[src/rtl/fp_pkg.sv]
// Shared widths and state encoding for the float/fixed converters.
// Used by fpdcvt and by the matching 12-bit-to-float encoder.
package fp_pkg;

  localparam int FP_E_W   = 3;
  localparam int FP_F_W   = 4;
  localparam int FP_D_W   = 12;
  localparam int FP_MAG_W = 11;

  typedef enum logic [1:0] {
    IDLE,
    SHIFT,
    FINISH,
    DONE
  } fpdcvt_state_t;

endpackage

[src/rtl/fpdcvt.sv]
// Iterative 8-bit float to 12-bit fixed decoder, one shift per cycle.
// Define FPDCVT_MIDPOINT_EN for midpoint (rather than truncating) reconstruction.
module fpdcvt
  import fp_pkg::*;
(
  input  logic              clk,
  input  logic              rst_n,
  input  logic              in_valid,
  output logic              in_ready,
  input  logic              S,
  input  logic [FP_E_W-1:0] E,
  input  logic [FP_F_W-1:0] F,
  output logic              out_valid,
  input  logic              out_ready,
  output logic [FP_D_W-1:0] D
);

  fpdcvt_state_t r_state;
  fpdcvt_state_t w_nxt;

  logic [FP_MAG_W-1:0] r_mag;
  logic [FP_E_W-1:0]   r_cnt;
  logic                r_s;
  logic [FP_D_W-1:0]   r_d;
  logic                r_ov;
  logic [FP_D_W-1:0]   w_res;
  logic                w_acc;

  assign in_ready  = (r_state == IDLE);
  assign out_valid = r_ov;
  assign D         = r_d;
  assign w_acc     = in_valid && (r_state == IDLE);

`ifdef FPDCVT_MIDPOINT_EN
  logic [FP_E_W-1:0] r_e;
  logic [FP_D_W-1:0] w_half;

  // Half an LSB of the original exponent, only for non-zero mantissas
  always_comb begin
    w_half = '0;
    if ((r_e != '0) && (r_mag != '0))
      w_half = 12'd1 << (r_e - 3'd1);
  end

  assign w_res = {1'b0, r_mag} + w_half;

  always_ff @(posedge clk or negedge rst_n) begin
    if (!rst_n)
      r_e <= '0;
    else if (w_acc)
      r_e <= E;
  end
`else
  assign w_res = {1'b0, r_mag};
`endif

  always_comb begin
    w_nxt = r_state;
    unique case (r_state)
      IDLE:
        if (w_acc)
          w_nxt = (E != '0) ? SHIFT : FINISH;
      SHIFT:
        if (r_cnt == 3'd1)
          w_nxt = FINISH;
      FINISH:
        w_nxt = DONE;
      DONE:
        if (out_ready)
          w_nxt = IDLE;
    endcase
  end

  always_ff @(posedge clk or negedge rst_n) begin
    if (!rst_n) begin
      r_state <= IDLE;
      r_mag   <= '0;
      r_cnt   <= '0;
      r_s     <= 1'b0;
      r_d     <= '0;
      r_ov    <= 1'b0;
    end else begin
      r_state <= w_nxt;
      unique case (r_state)
        IDLE:
          if (w_acc) begin
            r_s   <= S;
            r_cnt <= E;
            r_mag <= {{(FP_MAG_W-FP_F_W){1'b0}}, F};
          end
        SHIFT: begin
          r_mag <= r_mag << 1;
          r_cnt <= r_cnt - 3'd1;
        end
        FINISH: begin
          // Negating zero yields zero, so no negative-zero case
          r_d  <= r_s ? (-w_res) : w_res;
          r_ov <= 1'b1;
        end
        DONE:
          if (out_ready)
            r_ov <= 1'b0;
      endcase
    end
  end

endmodule

[config.mk]
export PLATFORM = sky130hd
export DESIGN_NAME = fpdcvt
export DESIGN_NICKNAME = d
export VERILOG_FILES = /design/src/rtl/fp_pkg.sv /design/src/rtl/fpdcvt.sv
export SDC_FILE = /design/constraint.sdc
export NUM_CORES = 1
export LEC_CHECK = 0
export ABC_CLOCK_PERIOD_IN_PS = 4500
export BUFFER_PORTS_ARGS = -buffer_cell sky130_fd_sc_hd__buf_2
export CAP_MARGIN = 15
export CELL_PAD_IN_SITES_DETAIL_PLACEMENT = 0
export CELL_PAD_IN_SITES_GLOBAL_PLACEMENT = 1
export CORE_MARGIN = 2
export CORE_UTILIZATION = 45
export DETAILED_ROUTE_END_ITERATION = 16
export PLACE_DENSITY_LB_ADDON = 0.3
export SLEW_MARGIN = 10
export SYNTH_ARGS = -nofsm -noshare
export SYNTH_HDL_FRONTEND = slang
export SYNTH_SLANG_ARGS = --single-unit
[constraint.sdc]
create_clock -name clk -period 4.5 [get_ports clk]
set_clock_uncertainty 0.1 [all_clocks]
set_input_delay 0.45 -clock clk [delete_from_list [all_inputs] [get_ports clk]]
set_output_delay 0.45 -clock clk [all_outputs]
set_load 0.05 [all_outputs]
==> run summary <==
CP max stage delay -> 410 ps
Initial antenna violation count -> 0
Post-CTS Setup Repair Bufs -> 0
Global-route wire length before repair -> 6480 um
Die Y -> 65.6 um
Initial core utilization -> 0.467
Number of synthesized register bits -> 30
Multi-input logic area -> 865 um2
Cts hold-fix bufs -> 0
Hold Crit Class -> in2async
CTS sink cnt -> 30
GR Util met1 -> 0.248
WL/cell -> 15.8 um
Req. time, crit path -> 3950 ps
Critical Path AT -> 1590 ps
CTS H-tree lvls -> 2
Clock tree buffer depth -> 2
Post-route DRC violation count -> 0
GRT Total Usage -> 0.200
CP Cell Sequence -> inv_1, ha_1, buf_2
Storage element area -> 751 um2
Worst-path clk slew -> 70 ps
Peak supply drop -> 316 uV
Routability cong. -> 0.794
Vias in the first global route -> 1390
Area growth syn-to-layout -> 14.9%
Max Cap Viol -> 0
Met3 Use GR -> 0.0531
Vias -> 1423
Clock Latency Late Sink -> 290 ps
Post-route non-filler standard cell count -> 242
Sequential area share after synthesis -> 0.440
Grt ovf -> 0
Status -> finished clean
Synth warn -> 0
Post-detailed-route count of antenna-violating nets -> 0
Site Rows -> 22
Pin count of the biggest net entering global routing -> 32
Commonest non-fill, non-tap cell in the layout -> dfrtp_1
Setup Viol. Count Final -> 0
I/O Pins -> 26
Post-Syn Instances -> 170
Post-synth EDFFs -> 0
Crit-path max FO -> 13
Die W -> 65.6 um
Setup TNS -> 0 ps
Max Freq -> 0.468 GHz
Worst setup margin -> 2360 ps
GR peak layer -> met2
Critical setup path kind -> reg2out
Die area -> 0.00430 mm2
Buffers on Ports -> 25
Ys async rst share -> 1.00
TritonCTS clock tree -> built
Syn Nets -> 190
Vias per cell -> 5.88
Avg Cell Area, Syn -> 10.0 um2
Commonest cells after routing, fill and taps aside -> dfrtp_1, buf_2, inv_1
Cts bufs inserted -> 5
Final Hold Viols -> 0
Highest-delay cell along the critical path -> ha_1
Pins over their slew limit -> 0
Setup Slack @ Placement -> 2420 ps
TritonRoute pass-1 iters -> 4
Dpl cells -> 234
RSZ-0062 raised after global routing -> no
Synthesized cell area -> 0.00171 mm2
Leak Pwr -> 0.909 nW
Tcrit/Tclk final -> 0.475
Cell Pwr Density -> 865 mW/mm2
Global-route met2 utilization -> 0.330
Min Tclk post-route -> 2140 ps
Routed wire length -> 3810 um
Endpoint class of the critical path -> output port
Post-synthesis cell type count -> 49
Setup crit start kind -> register
Ant. Diodes -> 0
Slew headroom -> 0.551
Resize count post-CTS -> 0
Fillers -> 349
Layout cells sized above 1 -> 0.222
Core Area -> 0.00366 mm2
Nets -> 213
Top_reg_cell synth -> dfrtp_1
First DRT Iteration DRCs -> 174
Clock Root Buffer -> clkbuf_8
DPL Wire Length -> 2670 um
Worst-Margin Slew -> 664 ps
[power breakdown]
group / internal (mW) / switching (mW)
sequential: 0.388 / 0.131
combinational: 0.324 / 0.584
clock: 0.163 / 0.109
total: 0.875 / 0.823
[logic make-up (layout without fill, tap and decap cells)]
logic type               Yosys count  after routing  share of synthesized area
multiplexers                       6              6                     0.0374
AO/OA/AOI/OAI                     43             43                      0.192
AND/OR/NAND/NOR                   59             59                      0.208
buffers and inverters             22             46                     0.0542
adder cells (fa/ha/maj)            8              8                     0.0586
XOR/XNOR                           2              2                     0.0103
flip-flops                        30             30                      0.440
[per-layer routing]
metal	vias to the layer above	wire length, um
li1	681	-
met1	698	1690
met2	35	1870
met4	0	67
met3	9	183
met5	-	0
[critical path: cells and delay by family, from the launching register on]
family     cells  cell delay [ps]
fa+ha+maj      1              410
buf+inv        2              490
flops          1              400
[cell type report]
| class | count | area share |
|---|---|---|
| multi-input combinational | 118 | 0.441 |
| clock buffer | 5 | 0.0351 |
| inverter | 12 | 0.0230 |
| timing repair buffer | 26 | 0.0676 |
| tap | 48 | 0.0306 |
| clock inverter | 3 | 0.0204 |
| sequential | 30 | 0.383 |
[metrics by stage]
step / utilization / hold slack, ps / instance area, um2 / power, mW
floorplan: - / 54.4 / 1710 / 1.23
global placement: 0.506 / 387 / 1850 / 1.39
detailed placement: 0.506 / 393 / 1850 / 1.43
CTS: 0.536 / 123 / 1960 / 1.70
global route: 0.536 / 153 / 1960 / 1.82
finish: 0.536 / 95.4 / 1960 / 1.70
[path summary, 6_finish.rpt]
kind                                  from    endpoint  slack (ps)  cells after the start
worst max register to register  r_state[0]  r_state[1]        2420                      5
worst min register to register        D[0]        D[0]         400                      1
max in group asynchronous            rst_n   r_mag[10]        3760                      1
worst max-delay path            r_state[0]    in_ready        2360                      3
min in group clk                         S         r_s         290                      2
worst min-delay path                 rst_n       D[10]         100                      1
[registers in the layout (all words and copies together) (netlist names)]
name       count
r_mag         11
out_valid      1
D             12
r_cnt          3
r_s            1
r_state        2
[synth_stat cells, drive strengths merged, types with 3 or more instances]
cell type	number	area share
and3b	4	0.021
a221oi	6	0.031
mux2	3	0.020
nand3	7	0.021
clkbuf	7	0.015
inv	11	0.024
a21oi	6	0.018
a221o	3	0.018
or4	4	0.020
nor3	4	0.012
nor2b	6	0.022
buf	3	0.012
nand2b	5	0.018
a22o	7	0.037
nor2	8	0.018
o21ai	5	0.015
ha	8	0.059
nand4	3	0.011
a31oi	4	0.015
mux2i	3	0.018
nand2	5	0.011
dfrtp	30	0.44
(Power assumes the default switching activity.)
